===== src/rtl/sat_narrow_dlx.sv =====
// sat_narrow_dlx: two-stage narrowing pipeline for 32-bit signed values.
// S1 arithmetic-shifts the source right by in_shift into a 33-bit intermediate.
// S2 clamps that value to the selected 8/16-bit signed/unsigned range and
// re-extends it to 32 bits. A sticky counter records clamped output transfers.
// Build option: define SAT_NARROW_ROUND_EN to round half-up in S1. When it is
// left undefined, S1 truncates toward negative infinity.
module sat_narrow_dlx (
  input  logic        clk,
  input  logic        rst_n,
  input  logic        in_valid,
  output logic        in_ready,
  input  logic [31:0] in_data,
  input  logic [1:0]  in_mode,
  input  logic [4:0]  in_shift,
  output logic        out_valid,
  input  logic        out_ready,
  output logic [31:0] out_data,
  output logic        out_sat,
  input  logic        clr_count,
  output logic [15:0] sat_count
);

  // Stage-1 state: the shifted value plus the mode it must be clamped with.
  logic               s1_valid;
  logic signed [32:0] s1_value;
  logic [1:0]         s1_mode;
  logic               s1_advance;

  // Shift datapath, computed on the incoming word.
  logic signed [32:0] in_ext;
  logic signed [32:0] in_shifted;

  // Per-mode clamp results. Mode n maps to index n.
  logic [3:0][31:0] clamp_val;
  logic [3:0]       clamp_low;
  logic [3:0]       clamp_high;

  // The output register frees up when it is empty or being drained.
  // S1 can then take a new word when it is empty or moving forward.
  assign s1_advance = !out_valid || out_ready;
  assign in_ready   = !s1_valid || s1_advance;

  // Sign-extend to 33 bits so the rounding bias can never overflow.
  assign in_ext = {in_data[31], in_data};

`ifdef SAT_NARROW_ROUND_EN
  logic signed [32:0] round_bias;
  // The half-LSB bias only applies when some bits are actually shifted out.
  assign round_bias = (in_shift == 5'd0) ? 33'sd0 : (33'sd1 <<< (in_shift - 5'd1));
  assign in_shifted = (in_ext + round_bias) >>> in_shift;
`else
  assign in_shifted = in_ext >>> in_shift;
`endif

  // Clamp windows per mode.
  // The low 32 bits of a clamped 33-bit value are already its correct
  // sign-extended or zero-extended form, because every window fits in 32 bits.
  genvar gi;
  generate
    for (gi = 0; gi < 4; gi++) begin : g_clamp
      localparam logic signed [32:0] LO = (gi == 0) ? -33'sd32768 :
                                          (gi == 1) ? -33'sd128   : 33'sd0;
      localparam logic signed [32:0] HI = (gi == 0) ? 33'sd32767 :
                                          (gi == 1) ? 33'sd127   :
                                          (gi == 2) ? 33'sd255   : 33'sd65535;
      assign clamp_low[gi]  = (s1_value < LO);
      assign clamp_high[gi] = (s1_value > HI);
      assign clamp_val[gi]  = clamp_low[gi]  ? LO[31:0] :
                              clamp_high[gi] ? HI[31:0] : s1_value[31:0];
    end
  endgenerate

  // S1 register: capture the shifted word whenever the stage can accept one.
  always_ff @(posedge clk or negedge rst_n) begin
    if (!rst_n) begin
      s1_valid <= 1'b0;
      s1_value <= '0;
      s1_mode  <= 2'b00;
    end else if (in_ready) begin
      s1_valid <= in_valid;
      if (in_valid) begin
        s1_value <= in_shifted;
        s1_mode  <= in_mode;
      end
    end
  end

  // S2 register: load the clamped result. The output holds while stalled.
  always_ff @(posedge clk or negedge rst_n) begin
    if (!rst_n) begin
      out_valid <= 1'b0;
      out_data  <= 32'h0;
      out_sat   <= 1'b0;
    end else if (s1_advance) begin
      out_valid <= s1_valid;
      if (s1_valid) begin
        out_data <= clamp_val[s1_mode];
        out_sat  <= clamp_low[s1_mode] | clamp_high[s1_mode];
      end
    end
  end

  // Sticky saturation counter. A clear wins over a simultaneous increment.
  always_ff @(posedge clk or negedge rst_n) begin
    if (!rst_n) begin
      sat_count <= 16'h0;
    end else if (clr_count) begin
      sat_count <= 16'h0;
    end else if (out_valid && out_ready && out_sat && (sat_count != 16'hFFFF)) begin
      sat_count <= sat_count + 16'h1;
    end
  end

endmodule


===== config.mk =====
export PLATFORM = sky130hd
export DESIGN_NAME = sat_narrow_dlx
export DESIGN_NICKNAME = d
export VERILOG_FILES = /design/src/rtl/sat_narrow_dlx.sv
export SDC_FILE = /design/constraint.sdc
export NUM_CORES = 1
export LEC_CHECK = 0
export CAP_MARGIN = 20
export CORE_MARGIN = 5
export CORE_UTILIZATION = 35
export CTS_CLUSTER_DIAMETER = 80
export DETAILED_ROUTE_END_ITERATION = 8
export GPL_TIMING_DRIVEN = 0
export PLACE_DENSITY = 0.66
export SLEW_MARGIN = 10
export SYNTH_ARGS = -nofsm -noshare
export SYNTH_HDL_FRONTEND = slang
export SYNTH_SLANG_ARGS = --single-unit

===== constraint.sdc =====
create_clock -name clk -period 3.6 [get_ports clk]
set_clock_uncertainty 0.2 [all_clocks]
set_input_delay 0.72 -clock clk [delete_from_list [all_inputs] [get_ports clk]]
set_output_delay 0.72 -clock clk [all_outputs]
set_load 0.05 [all_outputs]

==> results.sh <==
export IMPL_status="completed"
export IMPL_tightest_slew_ns=0.817
export IMPL_dp_hpwl_um=13500
export IMPL_crit_type="in -> reg"
export IMPL_drc_errors=0
export IMPL_p_leak_nw=2.80
export IMPL_core_um2=15800
export IMPL_slew_violations=0
export IMPL_synthFlopType="dfrtp_1"
export IMPL_syn_area_um2=5630
export IMPL_grt_overflow=0
export IMPL_instances_no_fill=901
export IMPL_io_pins=95
export IMPL_cts_sinks=85
export IMPL_nFillCells=1486
export IMPL_synth_top_family_by_area="compound AO/OA/AOI/OAI gates"
export IMPL_die_w_um=137
export IMPL_start_util=0.356
export IMPL_path_clk_slew_ns=0.06
export IMPL_worstSetupEndpointType="register"
export IMPL_portBuffers=90
export IMPL_drt_iter0_drc=366
export IMPL_crit_fanout=10
export IMPL_grt_max_degree=68
export IMPL_muxShareOfSynthArea=0.185
export IMPL_grt_usage=0.186
export IMPL_antenna_cells=0
export IMPL_clockBufferDepth=2
export IMPL_ys_warn_count=0
export IMPL_dp_cells=886
export IMPL_die_area_um2=18700
export IMPL_grt_pass1_wl_um=27900
export IMPL_seq_area_frac_synth=0.378
export IMPL_crit_arrival_ns=3.20
export IMPL_clkLatencyLatePin_ns=0.33
export IMPL_rsz0062_at_grt="false"
export IMPL_postSynthAreaPerCell_um2=9.73
export IMPL_syn_to_final_growth_pct=27.4
export IMPL_synth_edf_count=0
export IMPL_drive_gt1_frac=0.114
export IMPL_finalCritPeriodShare=0.887
export IMPL_yosys_area_top_type="dfrtp_1"
export IMPL_finalHoldViolCount=0
export IMPL_cp_required_ns=3.61
export IMPL_cts_root_buf="clkbuf_16"
export IMPL_antenna_left=0
export IMPL_syn_instance_count=579
export IMPL_fin_crit_ns=3.19
export IMPL_wire_per_inst_um=18.9
export IMPL_regArea_um2=2130
export IMPL_power_mw=3.57
export IMPL_maxCapViolCount=0
export IMPL_row_count=46
export IMPL_synth_area_top_cells="dfrtp_1 38%, mux4_2 9.2%, mux2i_1 6.9%, nand2_1 4.6%, a221o_1 4.4%"
export IMPL_viasPerCell=5.79
export IMPL_peakVddDrop_mv=0.273
export IMPL_cts_tree="done"
export IMPL_vias=5218
export IMPL_synthSimpleGateAreaFrac=0.171
export IMPL_yosysUniqueCellTypes=64
export IMPL_power_density_nw_per_um2=497
export IMPL_multi_input_area_um2=3250
export IMPL_fmax_ghz=0.313
export IMPL_syn_nets=625
export IMPL_cts_resized=0
export IMPL_drt_wl_total_um=17000
export IMPL_hp_class="in -> async"
export IMPL_cts_hold_buf=0
export IMPL_layout_nets=727
export IMPL_synth_adder_area_share=0.00444
export IMPL_layout_setup_ws_ns=0.407
export IMPL_synth_xor_area_frac=0.0124
export IMPL_post_cts_buffers=0
export IMPL_pre_cts_ws_ns=0.161
export IMPL_antenna_found_initial=0
export IMPL_first_pass_iters=5
export IMPL_ctsHtreeMaxLevel=3
export IMPL_synth_compound_area_share=0.205
export IMPL_place_congestion=0.917
export IMPL_relSlewSlack=0.455
export IMPL_cts_buffers=9
export IMPL_die_y_um=137
export IMPL_crit_path_start_kind="input port"
export IMPL_grt_pass1_vias=5214
export IMPL_setup_viol=0
export IMPL_synth_top_cell_area_share=0.378
export IMPL_async_reset_ff_frac=1.00
export IMPL_ys_ff_latch=85
export IMPL_final_core_util=0.453
-- path summary, 6_finish.rpt --
path	start	to	slack, ns	depth (start not counted)
setup / recovery	in_shift[2]	s1_value[11]	0.41	7
hold / removal	rst_n	sat_count[7]	0.06	1
setup reg to reg	s1_value[31]	out_data[25]	0.54	11
hold reg to reg	s1_value[6]	out_data[6]	0.32	1
max in group asynchronous	rst_n	s1_value[2]	2.52	2
min in group clk	s1_value[6]	out_data[6]	0.32	1
-- registers in the layout, summed over array words and instances (netlist names) --
name / flops
s1_valid: 1
s1_mode: 2
out_data: 32
out_sat: 1
out_valid: 1
s1_value: 32
sat_count: 16
-- cell usage in the layout (no fill, tap or decap), types with 22 or more instances in the layout --
cell type,count
dfrtp_1,85
nor2_1,49
clkbuf_1,22
nand2_1,69
a21oi_1,30
a221o_1,25
mux4_2,23
clkdlybuf4s50_1,89
mux2i_1,39
o21ai_0,38
-- per-layer routing --
layer	track usage	wire length, um	up-vias
met5	0	0	-
met4	0.0632	377	0
met3	0.0261	826	25
met2	0.298	7950	189
met1	0.260	7860	2577
li1	-	-	2427
-- layout make-up --
cell class | count | share of cell area
multi-input cells | 441 | 0.454
flip-flops and latches | 85 | 0.296
repair buffers | 91 | 0.129
well taps | 216 | 0.0377
clock buffers | 10 | 0.0333
plain buffers | 41 | 0.0289
clock inverters | 5 | 0.0148
inverters | 12 | 0.00628
-- worst max-delay path, cell delays in order --
cell	delay [ns]
clkdlybuf4s50_1	0.54
buf_2	0.27
buf_2	0.29
nor2_1	0.08
a222oi_1	0.70
mux2i_1	0.22
a221o_1	0.38
-- cells by family (layout without fill, tap and decap cells) --
group,count (synthesis),after routing
AOI/OAI and AO/OA,159,159
muxes,74,74
buffers and inverters,53,159
adders and majority gates,2,2
and+or+nand+nor,198,198
xor gates and xnor gates,8,8
DFF,85,85
-- stage by stage --
step	setup TNS (ns)	hold WS [ns]	cell area [um2]
after CTS	0	0.0536	7180
final	0	0.0648	7180
after global placement	-111.13	0.307	6810
after floorplan	0	0.224	5630
after global routing	0	0.0697	7180
after detailed placement	0	0.303	6830
-- cell usage after synthesis (all sizes together) (11+ instances only) --
cell	instances
nand2	69
buf	18
inv	11
nor2	49
nand3	17
dfrtp	85
o21ai	38
a21oi	30
mux4	23
mux2	12
clkbuf	23
nand4	11
mux2i	39
a221o	25
-- report_power, final --
| group | internal (mW) | switching, mW |
|---|---|---|
| logic | 0.466 | 0.774 |
| clock network | 0.695 | 0.365 |
| registers | 1.12 | 0.148 |
| total | 2.28 | 1.29 |
No activity file was read; power rests on OpenSTA's default activity.
==> RTL change 1 (same settings) <==
The option `SAT_NARROW_ROUND_EN` is turned on by a define.
--- a/src/rtl/sat_narrow_dlx.sv
+++ b/src/rtl/sat_narrow_dlx.sv
@@ -5,4 +5,6 @@
 // Build option: define SAT_NARROW_ROUND_EN to round half-up in S1. When it is
 // left undefined, S1 truncates toward negative infinity.
+`define SAT_NARROW_ROUND_EN
+
 module sat_narrow_dlx (
   input  logic        clk,
Formal check against the unedited RTL: not equivalent (a bounded check fails within 4 cycles, from zero or initial values and one cycle with rst_n low).
==> RTL change 1 against the unedited design <==
The flow now finishes with violations (setup timing); synthesized cell count grew 89%; utilization is 8.8 points higher; sequential cell count is 1 higher; via count is 89% higher; wire length rose by 100%; global-route usage grew 6.0 points; total power rose by 24%; cell count rose by 81%; sequential share of layout area down 13 points; worst setup slack got worse by 1100 ps; sequential power barely moved; register-to-register slack lost 60 ps; area after synthesis increased by 50%; design area up 78%; highest routed layer unchanged.
==> RTL change 1: results (changes against the unedited design) <==
- Status: finished, violations left
- Failing checks: setup timing
- Metal3 WL: 2.443 mm (+200%)
- Post-Syn Area: 8426 um^2 (+50%)
- Multiplexer area fraction after synthesis: 5.866% (-13 points)
- Clock Power: 1110 uW (+5%)
- Vias in the first global route: 9558 (+83%)
- Arrival @ worst endpoint: 4250 ps (+1050 ps)
- Initial DRC Count: 889 (+140%)
- Top Registers: s1_value (33), out_data (32), sat_count (16)
- Global-route wire length before repair: 53.18 mm (+91%)
- CLK BUF: 11 (+1)
- Global-route usage over all layers: 24.63% (+6.0 points)
- XOR/XNOR share of the synthesized area: 5.094% (+3.8 points)
- R2r endpoint: out_data[8]$_DFFE_PN0P_
- Seq/Total Area, Yosys: 25.54% (-12 points)
- Sequential cells: 86 (+1.2%)
- Via density: 6.019 (+3.9%)
- DP Wirelength: 24.88 mm (+85%)
- CTS Buf Count: 9 (unchanged)
- M1 GR Usage: 30.91% (+4.9 points)
- Max stage delay on crit path: 470 ps (-230 ps)
- Hold Slack: 127.9 ps (+63.03 ps)
- Nets@finish: 1390 (+91%)
- Non-clock buffering overhead: 20.64% (+4.8 points)
- Compound-Gate Fraction of Synth Area: 30.58% (+10 points)
- Met3 usage: 2.854% (+0.24 points)
- Non-CTS buffers: 282 (+110%)
- Final WL: 34.77 mm (+100%)
- Slew margin rel.: 35.35% (-10 points)
- Synth cell count leaders: nor2_1 (146), nand2_1 (130), dfrtp_1 (86), a21oi_1 (82), o21ai_0 (65)
- PnR worst setup slack: -654.6 ps (-1062 ps)
- Placed Area: 10180 um^2 (+49%)
- Final instance area: 12790 um^2 (+78%)
- Synth area leaders: dfrtp_1 (26%), nor2_1 (6.5%), nand2_1 (5.8%)
- PortBufs: 93 (+3.3%)
- Multi-input gate count: 913 (+110%)
- Met1 WL: 13.85 mm (+76%)
- Fraction of area in multi-input gates: 55.80% (+10 points)
- Fraction of area in registers: 16.83% (-13 points)
- GR met2 Demand/Resource: 41.41% (+12 points)
- Largest net degree at the start of global routing: 56 (-18%)
- Met2 wire length: 16.56 mm (+110%)
- Reg power frac: 28.8% (-6.8 points)
- RePlAce Congestion: 0.9784 (+6.7%)
- Syn_nets: 1170 (+87%)
- Clock-cell share: 2.759% (-2.1 points)
- R2R setup slack: 480 ps (-60 ps)
- Unique cell type count in the Yosys netlist: 95 (+48%)
- Leakage power: 0.005048 uW (+80%)
- # setup viols final: 33 (+33)
- Layout cells sized above 1: 30.93% (+20 points)
RTL change 1: cell count changes in the layout (fill, tap and decap cells not counted), moves of 24 or more:
cell	delta
o21a_1	+27
nand2_1	+44
a21oi_1	+25
buf_6	+24
nor2_1	+69
buf_4	+105
RTL change 1: critical path, delay by kind of cell:
family | cells | cell delay, ps
adders and majority gates | 1 | 330
muxes | 2 | 670
buffers and inverters | 4 | 680
and+or+nand+nor | 6 | 1330
AOI/OAI and AO/OA | 4 | 500
RTL change 1: through the flow:
stage	TNS, ps	setup slack [ps]	power, uW	instances
CTS	-16710	-633.5	4340	1601
detailed placement	-70060	-2472	2974	1505
floorplan	-10500	-509.7	2385	1092
global route	-20120	-718.4	4631	1635
finish	-17090	-654.6	4430	1635
global placement	-202300	-2454	2950	1504
RTL change 1: repair_timing:
| action | CTS | global route |
|---|---|---|
| hold buffers | 0 | 0 |
| pin swaps | 77 | 60 |
| cloned | 0 | 0 |
| endpoints found under the setup margin | 33 | 33 |
| setup buffers | 85 | 38 |
| resized for setup | 232 | 95 |
==> RTL change 2 (same flow settings) <==
Made on the original files. Make the reset (`rst_n`) synchronous in 3 clocked blocks.
--- a/src/rtl/sat_narrow_dlx.sv
+++ b/src/rtl/sat_narrow_dlx.sv
@@ -72,5 +72,5 @@
 
   // S1 register: capture the shifted word whenever the stage can accept one.
-  always_ff @(posedge clk or negedge rst_n) begin
+  always_ff @(posedge clk) begin
     if (!rst_n) begin
       s1_valid <= 1'b0;
@@ -87,5 +87,5 @@
 
   // S2 register: load the clamped result. The output holds while stalled.
-  always_ff @(posedge clk or negedge rst_n) begin
+  always_ff @(posedge clk) begin
     if (!rst_n) begin
       out_valid <= 1'b0;
@@ -102,5 +102,5 @@
 
   // Sticky saturation counter. A clear wins over a simultaneous increment.
-  always_ff @(posedge clk or negedge rst_n) begin
+  always_ff @(posedge clk) begin
     if (!rst_n) begin
       sat_count <= 16'h0;
Formal check against the unedited RTL: differs if rst_n is asserted again (counterexample within 4 cycles, from zero or initial values and one cycle with rst_n low); with rst_n held inactive, the same outputs for 4 cycles.
==> RTL change 2 against the unedited design <==
Wire length shrank 0.24%; area after synthesis fell by 5.5%; utilization decreased by 0.43 points; critical endpoint is now s1_value[18]$_SDFFE_PN0P_; design area is 5.6% lower; total power fell by 25%; combinational power shrank 46%; sequential cell count stayed put; highest routed layer unchanged; worst setup slack got worse by 55 ps.
==> RTL change 2: results (changes against the unedited design) <==
- Synth cell count leaders: dfxtp_1 (85), nor2_1 (66), nand2_1 (65), o21ai_0 (64)
- Worst-Skew Late Latency: between 300 and 400 ps
- Worst hold start: out_data[6]$_SDFFE_PN0P_
- DR WL/cell: 18.06 um (-4.4%)
- PortBufs: 90 (unchanged)
- Vias in the first global route: 5168 (-0.88%)
- Worst flop-to-flop path startpoint: s1_value[31]$_SDFFE_PN0P_
- Slew margin rel.: 46.49% (+0.96 points)
- Initial antenna violation count: 0 (unchanged)
- Nets@finish: 793 (+9.1%)
- Post-synth top flop: dfxtp_1
- Crit path from: in_shift[0]
- Global-route usage over all layers: 18.84% (+0.22 points)
- Htree depth: 3 (unchanged)
- Post-synth ARST share: 0% (-100 points)
- Leakage power: 0.002405 uW (-14%)
- Dpl ws: 94.52 ps (-66.88 ps)
- CTS clk-pin slew, worst paths: roughly 70 ps
- Arrival @ worst endpoint: 3330 ps (+130 ps)
- DP Wirelength: 13.01 mm (-3.5%)
- Synth warnings: 0 (unchanged)
- Global-route wire length before repair: 27.23 mm (-2.3%)
- Synth area leaders: dfxtp_1 (32%), mux4_2 (7.6%), mux2i_1 (6.6%)
- TritonRoute pass-1 iters: 7 (+2)
- Via density: 5.831 (+0.68%)
- Root Driver: clkbuf_16
- Syn_area_per_cell: 8.256 um^2 (-15%)
- Top Registers: out_data (32), s1_value (32), sat_count (16)
- Count of cells resized by post-cts repair: 0 (unchanged)
- Hold Crit Class: reg -> reg
- Initial DRC Count: 517 (+41%)
- CTS max path bufs: 2 (unchanged)
- Worst Path Max Fanout: 10 (unchanged)
- Syn_nets: 691 (+11%)
- Vias: 5481 (+5.0%)
- Post-CTS Setup Repair Bufs: 0 (unchanged)
- Layout fillers: 1512 (+1.7%)
- Status: finished clean
- Dpl cells: 924 (+4.3%)
- Layout cells sized above 1: 9.309% (-2.1 points)
- Ant diodes: 0 (unchanged)
- Peak VDD IR: 0.2120 mV (-22%)
- CTS Buf Count: 9 (unchanged)
- RePlAce Congestion: 0.9676 (+5.5%)
- Unique cell type count in the Yosys netlist: 57 (-11%)
- Seq/Total Area, Yosys: 31.95% (-5.8 points)
- Largest net degree at the start of global routing: 17 (-75%)
-- RTL change 2: layer usage --
metal  global-route usage (%)  wire length (um)
met1                    26.56              7875
met3                    3.285              1172
met5                        0                 0
met4                    6.171               417
met2                    29.32              7510
-- RTL change 2: kinds of logic after synthesis --
logic type / count (synthesis) / synth area share (%)
DFF: 85 / 31.95
and+or+nand+nor: 220 / 19.64
AOI/OAI and AO/OA: 192 / 23.31
adders and majority gates: 2 / 0.4698
xor gates and xnor gates: 14 / 2.303
buffers and inverters: 63 / 4.746
muxes: 69 / 17.58
-- RTL change 2: path summary, 6_finish.rpt --
check,endpoint,slack [ps],cells after the start
worst max-delay path,s1_value[18]$_SDFFE_PN0P_,350,8
worst min-delay path,out_data[6]$_SDFFE_PN0P_,270,2
worst max register to register,out_data[5]$_SDFFE_PN0P_,610,9
worst min register to register,out_data[6]$_SDFFE_PN0P_,270,2
-- RTL change 2: critical path: stages --
cell,delay (ps)
clkdlybuf4s50_1,460
inv_1,200
buf_1,530
nor3_1,130
a221oi_1,660
a21oi_1,150
o21ai_0,280
o211a_1,200
-- RTL change 2: cell type report --
class / instances / share of cell area, %
clock inverter: 7 / 1.182
sequential: 85 / 25.11
clock buffer: 9 / 3.323
tap: 188 / 3.471
multi-input combinational: 497 / 49.74
timing repair buffer: 91 / 13.44
inverter: 8 / 0.4431
buffer: 55 / 3.287
-- RTL change 2: power breakdown --
group | internal [uW] | switching, uW
logic | 264 | 408
clock network | 546 | 399
registers | 1000 | 51.4
-- RTL change 2: through the flow --
stage	util (%)	area [um^2]	hold WS, ps	total power (uW)
global route	44.91	6777	314.1	2781
floorplan	-	5325	252.5	1498
finish	44.91	6777	272.8	2670
global placement	42.82	6461	260.2	1732
detailed placement	42.89	6471	264.4	1735
CTS	44.91	6777	280.6	2676
